==> config.mk <==
export PLATFORM = sky130hd
export DESIGN_NAME = rr_burst_grant_arbiter
export DESIGN_NICKNAME = d
export VERILOG_FILES = /design/src/rtl/rr_arb_pkg.sv /design/src/rtl/rr_pick.sv /design/src/rtl/rr_burst_grant_arbiter.sv
export SDC_FILE = /design/constraint.sdc
export NUM_CORES = 1
export LEC_CHECK = 0
export BUFFER_PORTS_ARGS = -buffer_cell sky130_fd_sc_hd__buf_4
export CORE_MARGIN = 10
export CORE_UTILIZATION = 30
export CTS_BUF_LIST = sky130_fd_sc_hd__clkbuf_8
export CTS_CLUSTER_SIZE = 24
export DETAILED_ROUTE_END_ITERATION = 16
export GPL_TIMING_DRIVEN = 0
export PLACE_DENSITY = 0.5
export SETUP_SLACK_MARGIN = 0.4
export SLEW_MARGIN = 10
export SYNTH_ARGS = -nofsm -noshare
export SYNTH_HDL_FRONTEND = slang
export SYNTH_SLANG_ARGS = --single-unit
==> constraint.sdc <==
create_clock -name clock -period 3.1 [get_ports clock]
set_clock_uncertainty 0.15 [all_clocks]
set_input_delay 0.62 -clock clock [delete_from_list [all_inputs] [get_ports clock]]
set_output_delay 0.62 -clock clock [all_outputs]
set_load 0.02 [all_outputs]
==> src/rtl/rr_arb_pkg.sv <==
// rr_arb_pkg: shared types, default sizes and select-width helper for the burst arbiter
package rr_arb_pkg;

    typedef enum logic {ARB_IDLE, ARB_LOCK} arb_state_e;

    localparam int DEF_NREQ   = 3;
    localparam int DEF_BEAT_W = 4;

    function automatic int sel_w(input int n);
        return (n <= 2) ? 1 : $clog2(n);
    endfunction

endpackage

==> src/rtl/rr_pick.sv <==
// rr_pick: round-robin winner search starting just above ptr, wrapping at NREQ
module rr_pick
    import rr_arb_pkg::*;
#(
    parameter int NREQ  = DEF_NREQ,
    parameter int SEL_W = sel_w(NREQ)
) (
    input  logic [NREQ-1:0]  req,
    input  logic [SEL_W-1:0] ptr,
    output logic [SEL_W-1:0] winner,
    output logic             any
);

    logic [NREQ-1:0] rot;

    // Bit 0 of rot is requester ptr+1; scanning downward lets the lowest set bit win.
    always_comb begin
        rot    = NREQ'({req, req} >> (int'(ptr) + 1));
        winner = '0;
        for (int i = NREQ - 1; i >= 0; i--)
            if (rot[i]) winner = SEL_W'((int'(ptr) + 1 + i) % NREQ);
    end

    assign any = |req;

endmodule

==> src/rtl/rr_burst_grant_arbiter.sv <==
// rr_burst_grant_arbiter: round-robin arbiter holding a one-hot grant for a whole burst
// of req_beats+1 beats, with a one-cycle IDLE bubble between bursts.
module rr_burst_grant_arbiter
    import rr_arb_pkg::*;
#(
    parameter  int NREQ   = DEF_NREQ,
    parameter  int BEAT_W = DEF_BEAT_W,
    localparam int SEL_W  = sel_w(NREQ)
) (
    input  logic                     clock,
    input  logic                     reset_n,
    input  logic [NREQ-1:0]          req_valid,
    input  logic [NREQ*BEAT_W-1:0]   req_beats,
    output logic [NREQ-1:0]          req_ready,
    output logic [NREQ-1:0]          grant,
    output logic [SEL_W-1:0]         out_sel,
    output logic                     out_valid,
    input  logic                     out_ready,
    output logic                     out_last,
    output logic                     busy
);

    arb_state_e        state, state_next;
    logic [SEL_W-1:0]  rr_ptr, winner;
    logic [BEAT_W-1:0] beat_cnt;
    logic              any, fire;

    rr_pick #(.NREQ(NREQ), .SEL_W(SEL_W)) u_pick (
        .req    (req_valid),
        .ptr    (rr_ptr),
        .winner (winner),
        .any    (any)
    );

    assign fire = busy & out_valid & out_ready;

    always_ff @(posedge clock) begin
        if (!reset_n) state <= ARB_IDLE;
        else          state <= state_next;
    end

    always_comb begin
        state_next = state;
        if (state == ARB_IDLE) state_next = any ? ARB_LOCK : ARB_IDLE;
        else                   state_next = (fire && beat_cnt == '0) ? ARB_IDLE : ARB_LOCK;
    end

    // Burst length is captured only at grant time; later req_beats changes are ignored.
    always_ff @(posedge clock) begin
        if (!reset_n) begin
            grant    <= '0;
            out_sel  <= '0;
            beat_cnt <= '0;
            rr_ptr   <= SEL_W'(NREQ - 1);
        end else if (state == ARB_IDLE && any) begin
            grant    <= NREQ'(1) << winner;
            out_sel  <= winner;
            beat_cnt <= req_beats[int'(winner)*BEAT_W +: BEAT_W];
            rr_ptr   <= winner;
        end else if (fire) begin
            if (beat_cnt != '0) beat_cnt <= beat_cnt - 1'b1;
            else                grant    <= '0;
        end
    end

    always_comb begin
        busy      = (state == ARB_LOCK);
        out_valid = busy & req_valid[out_sel];
        req_ready = busy ? (grant & {NREQ{out_ready}}) : '0;
        out_last  = busy & (beat_cnt == '0);
    end

endmodule

Yosys cells after proc, flatten, opt, wreduce, memory -nomap -nowiden
Cells that the tools add are included.
{ "classes": {"add_sub_neg": 4, "n_div": 3, "n_lt_le_gt_ge": 1, "n_eq_ne": 1, "n_shift": 3, "mux": 15, "bitwise": 6, "reduce_logical": 9} }
{ "op_table": {"columns": ["cell", "n"], "rows": [
  ["32-bit by 3-bit modulo with 32-bit output, second input constant", 3],
  ["32-bit by 2-bit adder with 32-bit output, second input constant", 1],
  ["32-bit by 3-bit adder with 32-bit output, second input constant", 1],
  ["3-bit 2-to-1 mux", 4],
  ["4-bit 2-to-1 mux", 3],
  ["12-bit by 5-bit indexed part select with 4-bit output", 1],
  ["2-bit 2-to-1 mux", 3],
  ["6-bit by 3-bit right shift with 3-bit output", 1],
  ["1-bit AND", 4],
  ["4-bit logical NOT", 1],
  ["1-bit 2-to-1 mux", 4],
  ["2-bit AND reduction", 2],
  ["2-bit nonzero test", 2],
  ["4-bit nonzero test", 1],
  ["4-bit by 1-bit subtractor with 4-bit output, second input constant", 1],
  ["2-bit by 1-bit adder with 3-bit output, second input constant", 1],
  ["3-bit AND", 1],
  ["2-bit by 3-bit < comparator with 1-bit output, second input constant", 1],
  ["3-bit OR reduction", 1],
  ["1-bit by 2-bit left shift with 3-bit output, first input constant", 1],
  ["1-bit binary-select mux with 2-bit select", 1],
  ["1-bit logical AND", 2],
  ["2-bit != test, second input constant", 1],
  ["1-bit inverter", 1]
]} }
{ "word_totals": {"regBits": 12, "input_bits": 18, "word_cells": 47} }

Depth between registers and ports, before layout
Gate-level depths: netlist (run 1).
{ "depth": {"depth_word": 8, "depth_mapped": 10} }

Hierarchy
A second synthesis (run 1) with hierarchy kept.
{ "unflattened": {"cells_unflattened": 120, "area_unflattened_um2": 1044.8} }
{ "by_module_without_submodules": {"columns": ["module", "instances", "cells_each", "area_each_um2", "seq_area_each_um2"], "rows": [
  ["rr_burst_grant_arbiter", 1, 86, 765.7, 220.2],
  ["rr_pick", 1, 34, 279.0, 0.0]
]} }

Worst setup path after synthesis (run 1)
OpenSTA, ideal clock, no wires.
{ "synth_path": {"path_type": "register to register", "from": "reg out_sel[0]", "to": "reg beat_cnt[2]", "setup_time_ns": 0.119, "t_arrival_ns": 1.881, "required_time_ns": 2.831, "path_slack_ns": 0.950, "path_stages_with_launch": 10, "n_path_buf": 1, "synth_period_minus_slack_ns": 2.150, "cell_sequence": "dfxtp_1 -> buf_6 -> inv_1 -> ha_1 -> nand2b_1 -> a22oi_2 -> a32oi_1 -> mux2_2 -> a211oi_1 -> nor2_1"} }
{ "synth_between": {"elab_chain_cells": 7} }
{ "synth_lines": {"columns": ["item", "line_no", "text"], "rows": [
  ["start: declaration", "rr_burst_grant_arbiter.sv:16", "output logic [SEL_W-1:0] out_sel,"],
  ["start signal: assignment", "rr_burst_grant_arbiter.sv:57", "out_sel <= winner;"],
  ["1-bit binary-select mux with 2-bit select", "rr_burst_grant_arbiter.sv:68", "out_valid = busy & req_valid[out_sel];"],
  ["1-bit 2-to-1 mux (implied by the code)", "rr_burst_grant_arbiter.sv:68", null],
  ["1-bit AND", "rr_burst_grant_arbiter.sv:68", null],
  ["1-bit AND (2 in a row)", "rr_burst_grant_arbiter.sv:35", "assign fire = busy & out_valid & out_ready;"],
  ["2-bit nonzero test (no source line)", null, null],
  ["2-bit AND reduction (no source line)", null, null],
  ["end signal: assignment", "rr_burst_grant_arbiter.sv:58", "beat_cnt <= req_beats[int'(winner)*BEAT_W +: BEAT_W];"],
  ["end signal: assignment", "rr_burst_grant_arbiter.sv:61", "if (beat_cnt != '0) beat_cnt <= beat_cnt - 1'b1;"],
  ["end: declaration", "rr_burst_grant_arbiter.sv:25", "logic [BEAT_W-1:0] beat_cnt;"]
]} }
Every way passes these cells. The select of a mux whose other input is x is not followed.
A chain may end at the register's enable or synchronous reset.

Final worst setup path (run 1)
{ "layout_path": {"from": "reg out_sel[0]", "to": "out out_valid"} }
{ "layout_between": {"elab_chain_cells": 3} }
{ "layout_lines": {"columns": ["item", "line_no", "text"], "rows": [
  ["1-bit binary-select mux with 2-bit select", "rr_burst_grant_arbiter.sv:68", null],
  ["1-bit 2-to-1 mux (implied by the code)", "rr_burst_grant_arbiter.sv:68", null],
  ["1-bit AND", "rr_burst_grant_arbiter.sv:68", null],
  ["end: declaration", "rr_burst_grant_arbiter.sv:17", "output logic out_valid,"]
]} }
Every way passes these cells. The select of a mux whose other input is x is not followed.

==> results.yml, run 1 <==
setup_path:
  worstSetupEndpointType: "output port"
  timing.setup.critical_path_class: "flop to output port"
  critical_path.max_stage_delay_ps: 400
  cp.arrival_ps: 1770
  worst-path-max-fanout: 10
  timing.critical_path.max_delay_family: "multiplexers"
  cp_cell_sequence: "buf_6, mux2_4, mux2i_1, nor2_1, buf_4"
  critical_path.slowest_cell: "mux2i_1"
  cp-start-kind: "flop"
  critPathBufInv: 2
  cp.required_ps: 2330
sta:
  finalSetupViolations: 0
  timing.slew.headroom_pct: 59.0
  final_period_minus_worst_setup_slack_ps: 2540
  rsz0062_at_grt: "no"
  tns_ps: 0
  worst_slew_pin_slew_ps: 613
  final_critical_path_setup_slack_ps: 559
  max_freq_mhz: 394
  report.final.hold_viol_count: 0
  max_slew_vio_count: 0
  period_share_pct: 82.0
cells_and_area:
  antennaDiodeCount: 0
  area_growth_pct: 33.2
  layout.nets: 166
  most_common_cell_after_layout_fill_and_taps_aside: "buf_4"
  final_core_util_pct: 41.1
  post_route_cells_drive_above_1_share_pct: 32.2
  layout.cells.most_common_list: "buf_4, dfxtp_1, inv_1"
route:
  firstDrtPassIters: 4
  routed_wirelength_mm: 2.56
  vias_per_cell: 4.84
  wl_met3_um: 144
  via_count: 906
  detail_route.iter0.violations: 26
  wl_met2_mm: 1.17
  wl_met1_mm: 1.22
  route.antenna.remaining_nets: 0
  post-route-drc-count: 0
  dr_wl_cell_um: 13.7
  highest-signal-layer: "met4"
clocking:
  clk_transition_reported_paths_ps: 50
  htree_levels: 1
  cts.repair.resized: 0
  ctsHoldBuffers: 0
  cts.sink_count: 11
  clock_tree.root_cell: "clkbuf_8"
  postCtsSetupBuffers: 0
  cts_inserted_buffers: 3
  cts_buffer_depth: 2
  cts_tree: "done"
  clock_insertion_delay_worst_skew_ps: 240
floorplan:
  row_count: 20
  full_die_area_um2: 5750
  placeableCoreArea_um2: 3030
  horizontal_die_dimension_um: 75.8
  die_height_um: 75.8
  design.portCount: 29
  floorplan.initialDensity_pct: 30.9
pwr:
  cellPowerDensity_nw_per_um2: 546
  vdd_drop_max_mv: 0.200
  cellLeakagePower_nw: 0.559
global_routing:
  grt_start_max_net_pins: 11
  grt-ovfl-total: 0
  overall_global_routing_resource_usage_pct: 9.40
  grt_pass1_vias: 953
  wire_length_of_the_first_global_routing_pass_mm: 4.29
  antenna_found_initial: 0
logic_synthesis:
  synth_cell_types: 42
  ffs_w_async_s_r_synth_pct: 0
  synth_edf_count: 0
  synth_seq_cells: 11
  postSynth.topFlopCell: "dfxtp_1"
  ys_seq_area_share_pct: 23.6
  postSynthNetCount: 133
  synth.cell_area_um2: 935
  postSynthAreaPerCell_um2: 8.42
  yosysWarningCount: 0
  synth_cells: 111
placed_design:
  finalWeightedCongestion: 0.808
  place.port_buffers: 28
  detailedPlacementHpwl_mm: 2.05
  preCtsSetupSlack_ps: 600
job:
  max_cap_viol_count: 0
status:
  run_status: "completed"
min_path:
  worst_hold_path_type: "flop to flop"
## sequential cells by signal (all words and copies together), names as in the netlist
| register | cells |
|---|---|
| beat_cnt | 4 |
| out_sel | 2 |
| grant | 3 |
| busy | 1 |
| rr_ptr | 1 |
## kinds of logic after synthesis
family	synth area share, %
AND/OR/NAND/NOR	27.6
AO/OA/AOI/OAI	21.8
buffers and inverters	9.24
flip-flops	23.6
multiplexers	11.5
adder cells (fa/ha/maj)	5.35
XOR/XNOR	0.937
## worst paths after layout
kind / start / slack (ps) / end / cells past startpoint
worst max register to register: out_sel[0]$_SDFFE_PN0P_ / 710 / beat_cnt[2]$_SDFFE_PN0P_ / 9
worst min register to register: grant[1]$_SDFFE_PN0P_ / 330 / grant[1]$_SDFFE_PN0P_ / 2
worst max-delay path: out_sel[0]$_SDFFE_PN0P_ / 560 / out_valid / 5
worst min-delay path: grant[1]$_SDFFE_PN0P_ / 330 / grant[1]$_SDFFE_PN0P_ / 2
## synthesized netlist by cell type, types with 3 or more instances
cell	count	area (um^2)
nor2_1	6	22.5
nor3_1	3	15.0
inv_1	7	26.3
and3_1	3	18.8
ha_1	4	50.1
buf_6	3	33.8
nand3_1	5	25.0
nor3b_1	3	22.5
a21oi_1	3	15.0
dfxtp_1	11	220
clkbuf_1	3	11.3
o31ai_1	3	22.5
o21ai_0	5	25.0
nand2_1	7	26.3
mux2i_1	7	70.1
## layout make-up
| type | count | area, um^2 |
|---|---|---|
| clock buffer | 3 | 41.3 |
| multi-input combinational | 85 | 628 |
| clock inverter | 1 | 3.75 |
| fill | 308 | 1780 |
| inverter | 7 | 26.3 |
| buffer | 8 | 60.1 |
| timing repair buffer | 28 | 210 |
| sequential | 11 | 220 |
| tap | 44 | 55.1 |
## layer usage
| metal | vias up | track usage, % |
|---|---|---|
| met5 | - | 0 |
| met3 | 4 | 3.13 |
| li1 | 472 | - |
| met1 | 414 | 11.9 |
| met4 | 0 | 3.92 |
| met2 | 16 | 14.2 |
## power breakdown
group	internal [mW]	switching, mW	total (mW)
combinational	0.166	0.185	0.351
sequential	0.167	0.0189	0.186
clock	0.0870	0.0551	0.142
total	0.420	0.259	0.679
## worst register-to-register path, stage by stage, from the launching register on
cell and delay [ps]:
dfxtp_1 370, buf_6 170, inv_1 50, ha_1 300, nand2b_1 120, a22oi_2 60
a32oi_1 340, mux2_2 380, a211oi_1 280, nor2_1 60
## metrics by stage
step / power [mW] / instances / hold WS, ps / instance area, um^2
detailed placement: 0.542 / 183 / 325 / 1200
CTS: 0.688 / 187 / 332 / 1240
global route: 0.736 / 187 / 356 / 1240
finish: 0.679 / 187 / 326 / 1240
floorplan: 0.440 / 111 / 375 / 935
global placement: 0.538 / 183 / 315 / 1200
No activity file was read; power rests on OpenSTA's default activity.
==> run 2: changes to the inputs <==
Settings changed: ABC_AREA set to 1, PLACE_DENSITY 0.5 to 0.49.
Clock period 3.1 ns to 2.5 ns, I/O delays scaled along.
==> results.yml, run 2 <==
floorplan:
  die_height_um: 76.1
  placeableCoreArea_um2: 3030
  row_count: 20
  full_die_area_um2: 5790
  design.portCount: 29
  floorplan.initialDensity_pct: 31.2
  horizontal_die_dimension_um: 76.1
global_routing:
  overall_global_routing_resource_usage_pct: 10.1
  grt-ovfl-total: 0
  grt_pass1_vias: 1017
  grt_start_max_net_pins: 11
  antenna_found_initial: 0
  wire_length_of_the_first_global_routing_pass_mm: 4.82
placed_design:
  placed_cells: 223
  placed_area_um2: 1210
  place.port_buffers: 28
  detailedPlacementHpwl_mm: 2.33
  finalWeightedCongestion: 0.815
route:
  wl_met3_um: 84
  via_count: 1046
  post-route-drc-count: 0
  route.antenna.remaining_nets: 0
  vias_per_cell: 4.61
  dr_wl_cell_um: 12.5
  routed_wirelength_mm: 2.85
  highest-signal-layer: "met4"
  wl_met2_mm: 1.43
  firstDrtPassIters: 4
  wl_met1_mm: 1.30
  detail_route.iter0.violations: 33
cells_and_area:
  most_common_cell_after_layout_fill_and_taps_aside: "nand2_1"
  area_growth_pct: 34.0
  largest_reg_flops: 4
  finalNonFillerCells: 227
  layout.cells.most_common_list: "nand2_1, buf_4, nand3_1"
  layout.filler_cells: 354
  largestRegisters: "beat_cnt x4, grant x3, out_sel x2"
  largest-register: "beat_cnt"
  antennaDiodeCount: 0
  finish.instance_area_um2: 1270
  layout.nets: 206
  post_route_cells_drive_above_1_share_pct: 27.3
clocking:
  postCtsSetupBuffers: 0
  cts_inserted_buffers: 3
  htree_levels: 1
  cts.sink_count: 11
  cts_tree: "done"
  clock_insertion_delay_worst_skew_ps: 240
  clock_tree.root_cell: "clkbuf_8"
  cts_buffer_depth: 2
  clk_transition_reported_paths_ps: 50
sta:
  finalSetupViolations: 0
  worst_slew_pin_slew_ps: 453
  max_freq_mhz: 509
  period_share_pct: 78.5
  report.final.hold_viol_count: 0
  final_period_minus_worst_setup_slack_ps: 1960
  timing.slew.headroom_pct: 69.8
  max_slew_vio_count: 0
  rsz0062_at_grt: "no"
  tns_ps: 0
pwr:
  cellLeakagePower_nw: 0.602
  cellPowerDensity_nw_per_um2: 833
  vdd_drop_max_mv: 0.343
  total_power_mw: 1.06
logic_synthesis:
  synth_cells: 151
  postSynthNetCount: 173
  synth_seq_cells: 11
  synth_area_leaders: "dfxtp_1, nand2_1, nand3_1, a21oi_1, nor2_1"
  postSynth.topFlopCell: "dfxtp_1"
  synth.cell_area_um2: 945
  synth_edf_count: 0
  yosysWarningCount: 0
  ffs_w_async_s_r_synth_pct: 0
  ys_seq_area_share_pct: 23.3
  yosys.cell_count.top_type: "nand2_1"
  post_synth_most_frequent_cells: "nand2_1, nand3_1, nor2_1"
  synth_cell_types: 27
  yosysTopAreaCellShare_pct: 23.3
  postSynthAreaPerCell_um2: 6.26
  synth_largest_area_cell: "dfxtp_1"
min_path:
  worst_hold_path_type: "input pin to flop"
setup_path:
  cp.arrival_ps: 1310
  worst-path-max-fanout: 7
  worstSetupEndpointType: "output port"
  cp-start-kind: "flop"
  timing.setup.critical_path_class: "flop to output port"
  cp.required_ps: 1850
status:
  run_status: "completed"
job:
  max_cap_viol_count: 0
run 2: path summary, 6_finish.rpt:
kind	cells after the start	startpoint	slack, ps	end
max	5	out_sel[0]$_SDFFE_PN0P_	540	out_valid
min	2	reset_n	340	rr_ptr[1]$_SDFFE_PN1P_
max reg2reg	10	out_sel[0]$_SDFFE_PN0P_	560	beat_cnt[2]$_SDFFE_PN0P_
min reg2reg	2	grant[0]$_SDFFE_PN0P_	340	grant[0]$_SDFFE_PN0P_
run 2: what timing repair did:
action	in CTS	in global routing
hold buffers	0	0
gates resized for setup	0	4
setup endpoints to repair	0	5
run 2: stage by stage:
stage	hold WS (ps)	utilization, %	setup WS (ps)
2_1_floorplan	321	-	709
3_5_place_dp	332	40.0	381
4_1_cts	339	41.4	427
5_1_grt	339	41.8	403
3_3_place_gp	327	40.0	402
6_report	338	41.8	537
run 2: area by class of cell:
type	instances	area, um^2	share of cell area [%]
clock buffers	3	41.3	3.26
plain buffers	2	11.3	0.889
inverters	14	52.6	4.15
flip-flops and latches	11	221	17.5
repair buffers	28	210	16.6
clock inverters	1	3.75	0.296
well taps	44	55.1	4.35
multi-input cells	124	671	53.0
run 2: where the power goes:
group	internal [mW]	switching, mW
combinational	0.233	0.388
clock	0.108	0.0712
sequential	0.215	0.0396
run 2: critical path, cell delays in order, from the launching register on:
cell and delay [ps]:
dfxtp_2 350, inv_2 120, nand2_2 80, a21oi_1 130, o21a_1 210, buf_4 170
run 2: metal layers:
| layer | GRT usage, % | up-vias |
|---|---|---|
| met5 | 0 | - |
| met3 | 3.07 | 4 |
| met2 | 18.1 | 15 |
| met1 | 11.1 | 468 |
| li1 | - | 559 |
| met4 | 3.35 | 0 |
run 2: cell families (layout without fill, tap and decap cells):
| group | Yosys count | count (layout) | share of synthesized area [%] |
|---|---|---|---|
| buffers and inverters | 16 | 48 | 6.75 |
| AND/OR/NAND/NOR | 96 | 96 | 47.3 |
| XOR/XNOR | 1 | 1 | 0.927 |
| AO/OA/AOI/OAI | 23 | 23 | 16.4 |
| adder cells (fa/ha/maj) | 4 | 4 | 5.30 |
| flip-flops | 11 | 11 | 23.3 |
